## config.mk

```make
export PLATFORM = sky130hd
export DESIGN_NAME = lsq_mem_port_flat
export DESIGN_NICKNAME = d
export VERILOG_FILES = /design/src/rtl/lsq_mem_port_if.sv /design/src/rtl/lsq_mem_port.sv /design/src/flat_wrapper.sv
export SDC_FILE = /design/constraint.sdc
export NUM_CORES = 1
export LEC_CHECK = 0
export CELL_PAD_IN_SITES_DETAIL_PLACEMENT = 0
export CELL_PAD_IN_SITES_GLOBAL_PLACEMENT = 1
export CORE_AREA = 2 2 185 133
export CTS_CLUSTER_SIZE = 30
export DETAILED_ROUTE_END_ITERATION = 10
export DIE_AREA = 0 0 187 135
export GPL_TIMING_DRIVEN = 0
export PLACE_DENSITY = 0.83
export SETUP_SLACK_MARGIN = 0.4
export SLEW_MARGIN = 15
export SYNTH_ARGS = -nofsm -noshare
export SYNTH_HDL_FRONTEND = slang
export SYNTH_SLANG_ARGS = --single-unit
```

## constraint.sdc

```tcl
create_clock -name CLK -period 4.7 [get_ports CLK]
set_input_delay 0.47 -clock CLK [delete_from_list [all_inputs] [get_ports CLK]]
set_output_delay 0.47 -clock CLK [all_outputs]
set_load 0.05 [all_outputs]
```

## src/rtl/lsq_mem_port_if.sv

```systemverilog
`default_nettype none
// ============================================================================
// Module   : lsq_mem_port_if
// Purpose  : LSQ issue, data-cache and CDB signal bundle for lsq_mem_port.
// Revision : 1.0  initial release
// ============================================================================
interface lsq_mem_port_if #(
    parameter int ENTRY_W = 192,
    parameter int ROB_W   = 6,
    parameter int TAG_W   = 6
);
    // LSQ issue side
    logic               do_issue;
    logic [ENTRY_W-1:0] data_in;
    logic               DMISS;

    // data cache side
    logic               dc_req;
    logic               dc_we;
    logic [31:0]        dc_addr;
    logic [31:0]        dc_wdata;
    logic               dc_hit;
    logic               dc_miss;
    logic [31:0]        dc_rdata;
    logic               dc_fill_done;

    // completion broadcast
    logic               cdb_valid;
    logic [ROB_W-1:0]   cdb_rob;
    logic [TAG_W-1:0]   cdb_tag;
    logic [31:0]        cdb_data;
    logic               cdb_is_load;

    // master: the LSQ/cache/ROB environment around the port
    modport master (
        output do_issue, data_in, dc_hit, dc_miss, dc_rdata, dc_fill_done,
        input  DMISS, dc_req, dc_we, dc_addr, dc_wdata,
               cdb_valid, cdb_rob, cdb_tag, cdb_data, cdb_is_load
    );

    // slave: the memory port itself
    modport slave (
        input  do_issue, data_in, dc_hit, dc_miss, dc_rdata, dc_fill_done,
        output DMISS, dc_req, dc_we, dc_addr, dc_wdata,
               cdb_valid, cdb_rob, cdb_tag, cdb_data, cdb_is_load
    );
endinterface
`default_nettype wire

```

## src/rtl/lsq_mem_port.sv

```systemverilog
`default_nettype none
// ============================================================================
// Module   : lsq_mem_port
// Purpose  : Executes one issued LSQ entry against the D-cache, replays misses
//            after refill and broadcasts completion on the CDB.
// Revision : 1.0  initial release
// ============================================================================
module lsq_mem_port #(
    parameter int ENTRY_W = 192,
    parameter int ROB_W   = 6,
    parameter int TAG_W   = 6,
    parameter int CNT_W   = 16
) (
    input  wire logic             CLK,
    input  wire logic             RESET,
    input  wire logic             FREEZE,
    input  wire logic             mispredict,
    input  wire logic             flush_fCOM,
    lsq_mem_port_if.slave         bus,
    output logic [CNT_W-1:0]      hit_cnt,
    output logic [CNT_W-1:0]      miss_cnt
);

    typedef enum logic [2:0] {
        S_IDLE      = 3'd0,
        S_ACCESS    = 3'd1,
        S_MISS_WAIT = 3'd2,
        S_WB        = 3'd3,
        S_DRAIN     = 3'd4
    } state_t;

    localparam int c_VALID_BIT = 191;
    localparam int c_ROB_LSB   = 154;
    localparam int c_TAG_LSB   = 142;
    localparam int c_RD_BIT    = 135;
    localparam int c_WR_BIT    = 133;

    state_t             state_q, state_d;
    logic               dmiss_q, dmiss_d;
    logic [ROB_W-1:0]   rob_q, rob_d;
    logic [TAG_W-1:0]   tag_q, tag_d;
    logic               is_load_q, is_load_d;
    logic               we_q, we_d;
    logic [31:2]        addr_q, addr_d;
    logic [31:0]        wdata_q, wdata_d;
    logic [31:0]        rdata_q, rdata_d;
    logic [CNT_W-1:0]   hit_cnt_q, hit_cnt_d;
    logic [CNT_W-1:0]   miss_cnt_q, miss_cnt_d;

    logic w_flush;
    logic w_run;
    logic w_accept;
    logic w_rd;
    logic w_wr;
    logic w_req;
    logic w_cdb_fire;

    logic unused_entry_bits;
    assign unused_entry_bits = ^{bus.data_in[ENTRY_W-2:160], bus.data_in[153:148],
                                 bus.data_in[141:136], bus.data_in[134],
                                 bus.data_in[132:64], bus.data_in[33:32]};

    function automatic logic [CNT_W-1:0] sat_inc(input logic [CNT_W-1:0] cnt);
        return cnt + {{(CNT_W-1){1'b0}}, ~&cnt};
    endfunction

    assign w_flush  = mispredict | flush_fCOM;
    assign w_run    = ~w_flush & ~FREEZE;
    assign w_rd     = bus.data_in[c_RD_BIT];
    assign w_wr     = bus.data_in[c_WR_BIT];
    assign w_accept = bus.do_issue & bus.data_in[c_VALID_BIT] & (w_rd | w_wr);

    assign w_req      = (state_q == S_ACCESS) & w_run;
    assign w_cdb_fire = (state_q == S_WB) & w_run;

    always_comb begin
        state_d    = state_q;
        rob_d      = rob_q;
        tag_d      = tag_q;
        is_load_d  = is_load_q;
        we_d       = we_q;
        addr_d     = addr_q;
        wdata_d    = wdata_q;
        rdata_d    = rdata_q;
        hit_cnt_d  = hit_cnt_q;
        miss_cnt_d = miss_cnt_q;

        case (state_q)
            S_IDLE: begin
                if (w_run && w_accept) begin
                    rob_d     = bus.data_in[c_ROB_LSB +: ROB_W];
                    tag_d     = bus.data_in[c_TAG_LSB +: TAG_W];
                    is_load_d = w_rd & ~w_wr;
                    we_d      = w_wr;
                    addr_d    = bus.data_in[63:34];
                    wdata_d   = w_wr ? bus.data_in[31:0] : 32'd0;
                    rdata_d   = 32'd0;
                    state_d   = S_ACCESS;
                end
            end
            S_ACCESS: begin
                if (w_flush) begin
                    state_d = S_IDLE;
                end else if (!FREEZE) begin
                    // a simultaneous hit+miss is resolved as a hit
                    if (bus.dc_hit) begin
                        rdata_d   = is_load_q ? bus.dc_rdata : 32'd0;
                        hit_cnt_d = sat_inc(hit_cnt_q);
                        state_d   = S_WB;
                    end else if (bus.dc_miss) begin
                        miss_cnt_d = sat_inc(miss_cnt_q);
                        state_d    = S_MISS_WAIT;
                    end
                end
            end
            S_MISS_WAIT: begin
                if (w_flush) begin
                    state_d = bus.dc_fill_done ? S_IDLE : S_DRAIN;
                end else if (!FREEZE && bus.dc_fill_done) begin
                    state_d = S_ACCESS;
                end
            end
            S_WB: begin
                if (w_flush || !FREEZE) begin
                    state_d = S_IDLE;
                end
            end
            S_DRAIN: begin
                // the outstanding refill must still be absorbed while flushing
                if (bus.dc_fill_done && (w_flush || !FREEZE)) begin
                    state_d = S_IDLE;
                end
            end
            default: begin
                state_d = S_IDLE;
            end
        endcase

        dmiss_d = (state_d != S_IDLE);
    end

    always_ff @(posedge CLK or negedge RESET) begin
        if (!RESET) begin
            state_q    <= S_IDLE;
            dmiss_q    <= 1'b0;
            rob_q      <= '0;
            tag_q      <= '0;
            is_load_q  <= 1'b0;
            we_q       <= 1'b0;
            addr_q     <= '0;
            wdata_q    <= '0;
            rdata_q    <= '0;
            hit_cnt_q  <= '0;
            miss_cnt_q <= '0;
        end else begin
            state_q    <= state_d;
            dmiss_q    <= dmiss_d;
            rob_q      <= rob_d;
            tag_q      <= tag_d;
            is_load_q  <= is_load_d;
            we_q       <= we_d;
            addr_q     <= addr_d;
            wdata_q    <= wdata_d;
            rdata_q    <= rdata_d;
            hit_cnt_q  <= hit_cnt_d;
            miss_cnt_q <= miss_cnt_d;
        end
    end

    assign bus.DMISS       = dmiss_q;
    assign bus.dc_req      = w_req;
    assign bus.dc_we       = w_req & we_q;
    assign bus.dc_addr     = w_req ? {addr_q, 2'b00} : 32'd0;
    assign bus.dc_wdata    = w_req ? wdata_q : 32'd0;

    assign bus.cdb_valid   = w_cdb_fire;
    assign bus.cdb_rob     = w_cdb_fire ? rob_q : '0;
    assign bus.cdb_tag     = (w_cdb_fire && is_load_q) ? tag_q : '0;
    assign bus.cdb_data    = w_cdb_fire ? rdata_q : 32'd0;
    assign bus.cdb_is_load = w_cdb_fire & is_load_q;

    assign hit_cnt  = hit_cnt_q;
    assign miss_cnt = miss_cnt_q;

endmodule
`default_nettype wire

```

## src/flat_wrapper.sv

```systemverilog
// flat-port wrapper written by rule: the top's interface ports become plain ports
module lsq_mem_port_flat 
#(
    parameter int ENTRY_W = 192,
    parameter int ROB_W   = 6,
    parameter int TAG_W   = 6,
    parameter int CNT_W   = 16
)
  (CLK, RESET, FREEZE, mispredict, flush_fCOM, hit_cnt, miss_cnt, bus_do_issue, bus_data_in, bus_dc_hit, bus_dc_miss, bus_dc_rdata, bus_dc_fill_done, bus_DMISS, bus_dc_req, bus_dc_we, bus_dc_addr, bus_dc_wdata, bus_cdb_valid, bus_cdb_rob, bus_cdb_tag, bus_cdb_data, bus_cdb_is_load);
  lsq_mem_port_if #(.ENTRY_W(ENTRY_W), .ROB_W(ROB_W), .TAG_W(TAG_W)) bus_i ();
  input  wire logic CLK;
  input  wire logic RESET;
  input  wire logic FREEZE;
  input  wire logic mispredict;
  input  wire logic flush_fCOM;
  output logic [CNT_W-1:0] hit_cnt;
  output logic [CNT_W-1:0] miss_cnt;
  input wire logic [$bits(bus_i.do_issue)-1:0] bus_do_issue;
  input wire logic [$bits(bus_i.data_in)-1:0] bus_data_in;
  input wire logic [$bits(bus_i.dc_hit)-1:0] bus_dc_hit;
  input wire logic [$bits(bus_i.dc_miss)-1:0] bus_dc_miss;
  input wire logic [$bits(bus_i.dc_rdata)-1:0] bus_dc_rdata;
  input wire logic [$bits(bus_i.dc_fill_done)-1:0] bus_dc_fill_done;
  output wire logic [$bits(bus_i.DMISS)-1:0] bus_DMISS;
  output wire logic [$bits(bus_i.dc_req)-1:0] bus_dc_req;
  output wire logic [$bits(bus_i.dc_we)-1:0] bus_dc_we;
  output wire logic [$bits(bus_i.dc_addr)-1:0] bus_dc_addr;
  output wire logic [$bits(bus_i.dc_wdata)-1:0] bus_dc_wdata;
  output wire logic [$bits(bus_i.cdb_valid)-1:0] bus_cdb_valid;
  output wire logic [$bits(bus_i.cdb_rob)-1:0] bus_cdb_rob;
  output wire logic [$bits(bus_i.cdb_tag)-1:0] bus_cdb_tag;
  output wire logic [$bits(bus_i.cdb_data)-1:0] bus_cdb_data;
  output wire logic [$bits(bus_i.cdb_is_load)-1:0] bus_cdb_is_load;
  assign bus_i.do_issue = bus_do_issue;
  assign bus_i.data_in = bus_data_in;
  assign bus_i.dc_hit = bus_dc_hit;
  assign bus_i.dc_miss = bus_dc_miss;
  assign bus_i.dc_rdata = bus_dc_rdata;
  assign bus_i.dc_fill_done = bus_dc_fill_done;
  assign bus_DMISS = bus_i.DMISS;
  assign bus_dc_req = bus_i.dc_req;
  assign bus_dc_we = bus_i.dc_we;
  assign bus_dc_addr = bus_i.dc_addr;
  assign bus_dc_wdata = bus_i.dc_wdata;
  assign bus_cdb_valid = bus_i.cdb_valid;
  assign bus_cdb_rob = bus_i.cdb_rob;
  assign bus_cdb_tag = bus_i.cdb_tag;
  assign bus_cdb_data = bus_i.cdb_data;
  assign bus_cdb_is_load = bus_i.cdb_is_load;
  lsq_mem_port #(.ENTRY_W(ENTRY_W), .ROB_W(ROB_W), .TAG_W(TAG_W), .CNT_W(CNT_W)) u_core (.CLK(CLK), .RESET(RESET), .FREEZE(FREEZE), .mispredict(mispredict), .flush_fCOM(flush_fCOM), .bus(bus_i), .hit_cnt(hit_cnt), .miss_cnt(miss_cnt));
endmodule
```

=== Yosys cells after proc, flatten, opt, wreduce, memory -nomap -nowiden ===
Index checks and enable logic that the tools add are counted.

* Bitwise operators: 14
* Eq/ne operators: 8
* Multiplexer cells: 23
* Reductions and logical operators: 17
* $add $sub $neg: 2

{| class="wikitable"
|+ Operators with widths
! cell !! number
|-
| 32-bit 2-to-1 mux || 9
|-
| 32-bit one-hot mux with 2 select lines || 1
|-
| 16-bit by 1-bit adder with 16-bit output || 2
|-
| 16-bit AND reduction || 2
|-
| 3-bit 2-to-1 mux || 10
|-
| 3-bit one-hot mux with 5 select lines || 1
|-
| 6-bit 2-to-1 mux || 2
|-
| 5-bit AND reduction || 2
|-
| 1-bit bitwise AND || 8
|-
| 3-bit by 2-bit == test with 1-bit output, second input constant || 2
|-
| 2-bit != test, second input constant || 3
|-
| 1-bit logical AND || 4
|-
| 1-bit NOT || 4
|-
| 4-bit AND reduction || 1
|-
| 3-bit by 1-bit == test with 1-bit output, second input constant || 1
|-
| 3-bit == test, second input constant || 1
|-
| 1-bit zero test || 3
|-
| 3-bit zero test || 1
|-
| 3-bit nonzero test || 1
|-
| 2-bit by 1-bit != test with 1-bit output, second input constant || 1
|-
| 1-bit OR || 2
|-
| 2-bit AND reduction || 1
|-
| 2-bit nonzero test || 1
|-
| 1-bit logical OR || 1
|}

* Flip-flop bits (word level): 144
* Bits of input ports: 233
* Output and inout port bits: 145
* Word-level logic and storage cells: 75

=== Longest topological paths before layout ===
Gate-level depths: netlist (run 1).

* Word-level depth: 7
* Mapped depth: 10
* Depth with buffers taken out: 9

=== Worst setup path after synthesis (run 1) ===
Ideal clock, no wire load.

* Kind: input to output
* Start point: in flush_fCOM
* End point: out bus_dc_addr[22]
* Slack: 1.939 ns
* Buffers on the path: 1
* Cell stages on the path: 4
* Required time: 4.230 ns
* Data arrival time: 2.291 ns
* Cells stage by stage: or4b_4 -> nor2_8 -> clkbuf_1 -> and2_1

* Longest elaborated chain between the ends: 5

{| class="wikitable"
|+ Ends and longest elaborated chain
! what !! line !! source
|-
| start, declared || flat_wrapper.sv:15 || <nowiki>input wire logic flush_fCOM;</nowiki>
|-
| 1-bit OR || lsq_mem_port.sv:67 || <nowiki>assign w_flush = mispredict | flush_fCOM;</nowiki>
|-
| 1-bit NOT (no line) || n/a ||
|-
| 1-bit bitwise AND || lsq_mem_port.sv:68 || <nowiki>assign w_run = ~w_flush & ~FREEZE;</nowiki>
|-
| 1-bit bitwise AND || lsq_mem_port.sv:73 || <nowiki>assign w_req = (state_q == S_ACCESS) & w_run;</nowiki>
|-
| net bus_dc_req || flat_wrapper.sv:25 || <nowiki>output wire logic [$bits(bus_i.dc_req)-1:0] bus_dc_req;</nowiki>
|-
| 32-bit 2-to-1 mux || lsq_mem_port.sv:173 || <nowiki>assign bus.dc_addr = w_req ? {addr_q, 2'b00} : 32'd0;</nowiki>
|-
| end, declared || flat_wrapper.sv:27 || <nowiki>output wire logic [$bits(bus_i.dc_addr)-1:0] bus_dc_addr;</nowiki>
|}

The timed path passes the listed nets, and every way through them passes these cells.

=== Final worst setup path (run 1) ===
* Start point: in flush_fCOM
* End point: out bus_dc_wdata[27]

* Longest elaborated chain between the ends: 5

{| class="wikitable"
|+ Ends and longest elaborated chain
! what !! line !! source
|-
| 1-bit OR || lsq_mem_port.sv:67 ||
|-
| 1-bit NOT (no line) || n/a ||
|-
| 1-bit bitwise AND || lsq_mem_port.sv:68 ||
|-
| 1-bit bitwise AND || lsq_mem_port.sv:73 ||
|-
| 32-bit 2-to-1 mux || lsq_mem_port.sv:174 || <nowiki>assign bus.dc_wdata = w_req ? wdata_q : 32'd0;</nowiki>
|-
| end, declared || flat_wrapper.sv:28 || <nowiki>output wire logic [$bits(bus_i.dc_wdata)-1:0] bus_dc_wdata;</nowiki>
|}

No other way between the ends.

==> results.toml, run 1 <==
[timing]
final_worst_path_period_share = 0.8201
finalSetupViolations = 0
finalHoldViolCount = 1
slew_headroom = 0.5896
rsz0062_at_grt = "no"
finalSetupTns_ns = 0
hold_slack_ns = -0.0006108
finalMaxSlewViolations = 0
final_period_minus_worst_setup_slack_ns = 3.855
worst-slew-pin-transition_ns = 0.6156
setup_skew_after_layout_ns = 0.01156
clock.fmax_mhz = 259.4

[run_status]
violations = "hold timing"
outcome = "finished, violations left"

[floorplan]
initial_cell_density_of_the_core = 0.2871
design.core.area_sq_um = 23350
boundaryPins = 378
floorplan.rows = 47
die_h_um = 135
die_x_um = 187
floorplan.die_area_sq_um = 25250

[global_route]
initial_antenna_violation_count = 1
groute.usage.overall = 0.1657
global_route_wire_length_before_repair_mm = 32.44
global_route.overflow_total = 0
number_of_global_route_vias_before_repair = 5890
grt_start_max_net_pins = 76

[layout]
final_net_count = 1256
commonest_non_fill_non_tap_cells_in_the_layout = "nand2_1, clkdlybuf4s50_1, dfrtp_1"
area.growth.synth_to_final_pct = 53.71
multiInputGateArea_sq_um = 2877
finalCoreUtilization = 0.4413
final.fill_count = 2287
post_route_cells_drive_above_1_share = 0.06790
layout.cells.most_common = "nand2_1"
ff_latch_area_sq_um = 3603

[synth]
gate_count_after_technology_mapping = 740
ys_warnings = 0
async_reset_ff_frac = 1.000
synth_area_leader_cell = "dfrtp_1"
flip_flop_and_latch_count_after_synthesis = 144
synthesized_area_per_cell_sq_um = 9.058
synth_top_cells_by_area = "dfrtp_1, nand2_1, and2_1"
mappedNetlistArea_sq_um = 6703
synth.yosys.seq_area_share = 0.5376
number_of_synthesized_flops_with_an_enable_pin = 0
synthDominantCellAreaShare = 0.5376
dominantRegCellSynth = "dfrtp_1"
synth_cell_types = 41

[clocking]
gates_resized_cts_repair = 0
tritoncts_clock_tree = "done"
path_clk_slew_ns = 0.06
htree_levels = 4
cts_setup_buffers = 0
cts_hold_repair.buffers = 0
ctsLongestPathBuffers = 2
ctsRootBufferMaster = "clkbuf_16"
cts_buffers = 17
clk_latency_worst_skew_pair_ns = 0.42
cts_sinks = 144

[placed_design]
gp_congestion = 0.7934
place.detailed.hpwl_mm = 15.33
numPortBuffers = 258

[power]
pwr_density_cell_nw_per_um2 = 295.7
cellLeakagePower_nw = 4.672
ir_worst_vdd_mv = 0.2298

[route]
drt-wirelength-per-cell_um = 15.21
routed_wirelength_mm = 20.53
drt.antenna.violating_nets = 0
detailedRoute.firstIterationViolations = 262
firstDrtPassIters = 4
dr_total_vias = 5917
detail_route.drc_violations = 0
vias_per_cell = 4.383

[setup_path]
critical_path.startpoint_type = "input pin"
critPathRequiredTime_ns = 4.23
reg2regPathDepth = 10
crit_path_end_kind = "output pin"
crit_fanout = 10
timing_worst_setup_path_type = "input pin to output pin"
worst_ep_arrival_time_ns = 3.38

[worst_hold_path]
hold_class = "input pin to asynchronous set/reset pin"

[job]
cap_violations = 0
[sequential cells by signal, summed over array words and instances, names as in the netlist, 3 cells and up]
register and count:
u_core.tag_q 6, u_core.state_q 3, u_core.rob_q 6, u_core.wdata_q 32, u_core.hit_cnt 16, u_core.addr_q 30
u_core.miss_cnt 16, u_core.rdata_q 32
[routing by layer]
layer,part of all wire,up-vias,GRT usage,routed length [um]
li1,-,2924,-,-
met1,0.47,2798,0.2230,9628
met2,0.44,182,0.2441,8961
met3,0.085,13,0.06991,1752
met4,0.0092,0,0.04497,189
met5,0,-,0,0
[Yosys cell counts (2+ instances only)]
library cell and n:
nor3_1 4, mux2_2 4, and4_1 5, ha_1 4
nor4bb_1 2, xor2_1 2, a21oi_1 2, nand3_2 3
and3_1 13, nand3b_1 2, nand3_1 42, nand4_1 7
dfrtp_1 144, buf_2 16, nor2b_1 3, xnor2_1 25
o21ai_1 30, o21ai_0 4, nand2_1 272, and2_1 103
clkbuf_1 24, buf_4 7, nor2_1 4
[kinds of logic (layout without fill, tap and decap cells)]
| logic type | after synthesis | after routing | synth area share |
|---|---|---|---|
| fa+ha+maj | 4 | 4 | 0.007467 |
| other cells | 1 | 3 | 0.0005595 |
| mux | 4 | 4 | 0.006720 |
| compound gates | 40 | 40 | 0.03174 |
| simple gates | 471 | 471 | 0.3444 |
| xor+xnor | 28 | 28 | 0.03771 |
| flops | 144 | 144 | 0.5376 |
| buf+inv | 48 | 338 | 0.03379 |
[worst max-delay path: stages]
cell and delay (ns):
clkdlybuf4s50_1 0.43, or4b_4 0.61, nor2_8 0.17, buf_2 0.30, clkbuf_1 0.35, and2_1 0.20
clkdlybuf4s50_1 0.84
[power by group]
group | internal, mW | switching, mW
clock network | 0.819 | 0.528
logic | 0.145 | 0.133
registers | 1.36 | 0.0594
[metrics by stage]
stage / area [sq um] / instances / power (mW) / worst slack [ns] / hold slack (ns)
after floorplan: 6706 / 741 / 1.550 / 1.939 / 0.1744
after global placement: 9687 / 1317 / 1.714 / -3.011 / 0.4406
after detailed placement: 9719 / 1318 / 1.727 / 0.7491 / 0.4473
after CTS: 10300 / 1349 / 3.091 / 0.7366 / 0.003376
after global routing: 10300 / 1350 / 3.189 / 0.6658 / 0.02261
final: 10300 / 1350 / 3.046 / 0.8455 / -0.0006108
[worst paths after layout]
| kind | from | end | slack, ns |
|---|---|---|---|
| worst max-delay path | flush_fCOM | bus_dc_wdata[27] | 0.85 |
| worst min-delay path | RESET | u_core.hit_cnt[9]$_DFFE_PN0P_ | -0.0006 |
| worst max register to register | u_core.hit_cnt[3]$_DFFE_PN0P_ | u_core.hit_cnt[4]$_DFFE_PN0P_ | 2.06 |
| worst min register to register | u_core.wdata_q[24]$_DFFE_PN0P_ | u_core.wdata_q[24]$_DFFE_PN0P_ | 0.45 |
| max in group asynchronous | RESET | u_core.addr_q[7]$_DFFE_PN0P_ | 3.93 |
| min in group CLK | u_core.wdata_q[24]$_DFFE_PN0P_ | u_core.wdata_q[24]$_DFFE_PN0P_ | 0.45 |
[cell type report]
class | count | share of cell area
Tap cell | 318 | 0.03862
Buffer | 47 | 0.02162
Timing Repair Buffer | 259 | 0.2538
Antenna cell | 1 | 0.0002429
Sequential cell | 144 | 0.3498
Inverter | 1 | 0.0003643
Clock buffer | 21 | 0.04566
Multi-Input combinational cell | 549 | 0.2792
Clock inverter | 10 | 0.01069
No activity file was read; power rests on OpenSTA's default activity.
==> run 2: changes to the inputs <==
- CORE_AREA: 2 2 185 133 -> 2 2 199 142
- DIE_AREA: 0 0 187 135 -> 0 0 201 144
- PLACE_DENSITY: 0.83 -> 0.77
- clock period: 4.7 -> 3.3 ns (I/O delays scaled with it)
==> run 2 against run 1 <==
  * The flow now finishes without violations
  * Die area increased by 15%
  * Global-route usage decreased by 1.6 points
  * Sequential share of layout area increased by 0.59 points
  * Highest routed layer unchanged
  * Total power increased by 46%
  * Critical path type is now flip-flop to output pin
==> results.toml, run 2 (synthesized netlist as in run 1, its figures left out) <==
[power]
cellLeakagePower_nw = 4.911
fin_total_pwr_mw = 4.451
pwr_density_cell_nw_per_um2 = 439.1
pwr-share-seq = 0.456
p_int_mw = 3.415
ir_worst_vdd_mv = 0.3246
power_frac_clock = 0.456
swShare = 0.2329
power.share.combinational = 0.089
switchingPower_mw = 1.037

[floorplan]
initial_cell_density_of_the_core = 0.2460
floorplan.rows = 51
boundaryPins = 378
floorplan.die_area_sq_um = 28940
die_h_um = 144
die_x_um = 201
design.core.area_sq_um = 27250

[global_route]
number_of_global_route_vias_before_repair = 5899
grt_start_max_net_pins = 75
global_route.overflow_total = 0
groute.usage.overall = 0.1496
initial_antenna_violation_count = 0
global_route_wire_length_before_repair_mm = 33.49

[timing]
final_worst_path_period_share = 0.8409
finalSetupViolations = 0
hold_slack_ns = 0.2840
final_period_minus_worst_setup_slack_ns = 2.775
final_critical_path_setup_slack_ns = 0.5251
worst-slew-pin-transition_ns = 0.5862
finalMaxSlewViolations = 0
slew_headroom = 0.6092
setup_skew_after_layout_ns = 0.007993
clock.fmax_mhz = 360.4
rsz0062_at_grt = "yes"
finalHoldViolCount = 0

[clocking]
cts_buffers = 17
cts_sinks = 144
ctsLongestPathBuffers = 2
path_clk_slew_ns = 0.06
tritoncts_clock_tree = "done"
clk_latency_worst_skew_pair_ns = 0.42
htree_levels = 4
ctsRootBufferMaster = "clkbuf_16"

[layout]
final.fill_count = 2853
commonest_non_fill_non_tap_cells_in_the_layout = "nand2_1, clkdlybuf4s50_1, dfrtp_1"
largest_registers_in_the_final_layout = "u_core.rdata_q (32), u_core.wdata_q (32), u_core.addr_q (30)"
final_net_count = 1259
layout.cells.most_common = "nand2_1"
finalCoreUtilization = 0.3721
area.growth.synth_to_final_pct = 51.26
layout.cell_area.non_filler_sq_um = 10140
post_route_cells_drive_above_1_share = 0.1830

[setup_path]
worst_reg2reg_endpoint = "u_core.hit_cnt[6]$_DFFE_PN0P_"
worst-r2r-setup-slack_ns = 0.80
crit_path_end_kind = "output pin"
critical_path.startpoint_type = "flip-flop"
startpoint_of_the_lowest_slack_register_to_register_path = "u_core.hit_cnt[3]$_DFFE_PN0P_"
endpoint = "bus_cdb_data[14]"
crit_fanout = 10
worstSetupStartpoint = "u_core.state_q[2]$_DFF_PN0_"
critPathRequiredTime_ns = 2.97
worst_ep_arrival_time_ns = 2.44
reg2regPathDepth = 10
timing_worst_setup_path_type = "flip-flop to output pin"

[route]
vias_per_cell = 4.206
detailedRoute.firstIterationViolations = 196
drt.antenna.violating_nets = 0
drt-wirelength-per-cell_um = 15.02
routed_wirelength_mm = 21.11
detail_route.drc_violations = 0
dr_total_vias = 5909
firstDrtPassIters = 4

[run_status]
outcome = "completed"

[placed_design]
gp_congestion = 0.7608
numPortBuffers = 258
post_dp_cell_area_sq_um = 9786
place.detailed.hpwl_mm = 15.79
dpl_worst_slack_ns = -0.4063

[job]
cap_violations = 0

[worst_hold_path]
hold_class = "input pin to flip-flop"
-- run 2: cell types whose count changed in the layout (fill, tap and decap cells not counted), sizes merged --
cell           change
clkbuf            +34
clkinv             -3
dlygate4sd3        +1
clkdlybuf4s50    -110
dlygate4sd2        +1
clkdlybuf4s15     +14
bufinv             +1
buf               +64
-- run 2: timing repair --
item,CTS,global route
hold buffers,1,0
endpoints found under the hold margin,70,0
pin swaps,1,0
endpoints found under the setup margin,110,99
setup buffers,2,0
gates resized for setup,527,59
-- run 2: per-stage QoR --
stage                     TNS (ns)  instances
after CTS                        0       1404
after floorplan                  0        741
final                            0       1405
after detailed placement    -30.80       1371
after global routing             0       1404
after global placement     -664.35       1370
-- run 2: worst min path at each step --
stage / from / end / slack, ns / cells after the start
after floorplan: RESET / u_core.addr_q[10]$_DFFE_PN0P_ / 0.03 / 0
after global placement: u_core.wdata_q[25]$_DFFE_PN0P_ / u_core.wdata_q[25]$_DFFE_PN0P_ / 0.44 / 2
after detailed placement: RESET / u_core.hit_cnt[9]$_DFFE_PN0P_ / 0.33 / 1
after CTS: bus_data_in[133] / u_core.wdata_q[1]$_DFFE_PN0P_ / 0.27 / 3
after global routing: bus_data_in[133] / u_core.wdata_q[0]$_DFFE_PN0P_ / 0.29 / 3
final: bus_data_in[133] / u_core.wdata_q[0]$_DFFE_PN0P_ / 0.28 / 3
-- run 2: critical path: stages, from the launching register on --
cell and delay [ns]:
dfrtp_2 0.46, or4b_4 0.56, nor3b_4 0.24, buf_12 0.15, buf_2 0.20, and2_1 0.16
buf_2 0.26
-- run 2: power by group through the flow --
stage | clock network [mW] | logic [mW] | registers, mW
after floorplan | 0 | 0.171 | 2.04
after global placement | 0 | 0.388 | 2.05
after detailed placement | 0 | 0.402 | 2.06
after CTS | 2.10 | 0.404 | 2.03
after global routing | 2.18 | 0.457 | 2.05
final | 2.03 | 0.395 | 2.03
-- run 2: area by class of cell --
class,count,area (sq um),share of cell area
timing repair buffer,262,2326,0.2294
multi-input combinational,549,2882,0.2842
buffer,47,241.5,0.02382
tap,371,464.2,0.04579
clock buffer,22,484.2,0.04776
antenna,1,2.502,0.0002468
sequential,144,3606,0.3557
inverter,1,3.754,0.0003702
clock inverter,8,128.9,0.01271
-- run 2: routing by layer --
metal / routed length (um) / track usage
met5: 0 / 0
met4: 178 / 0.03860
met3: 1608 / 0.05363
met2: 9270 / 0.2211
met1: 10050 / 0.2071
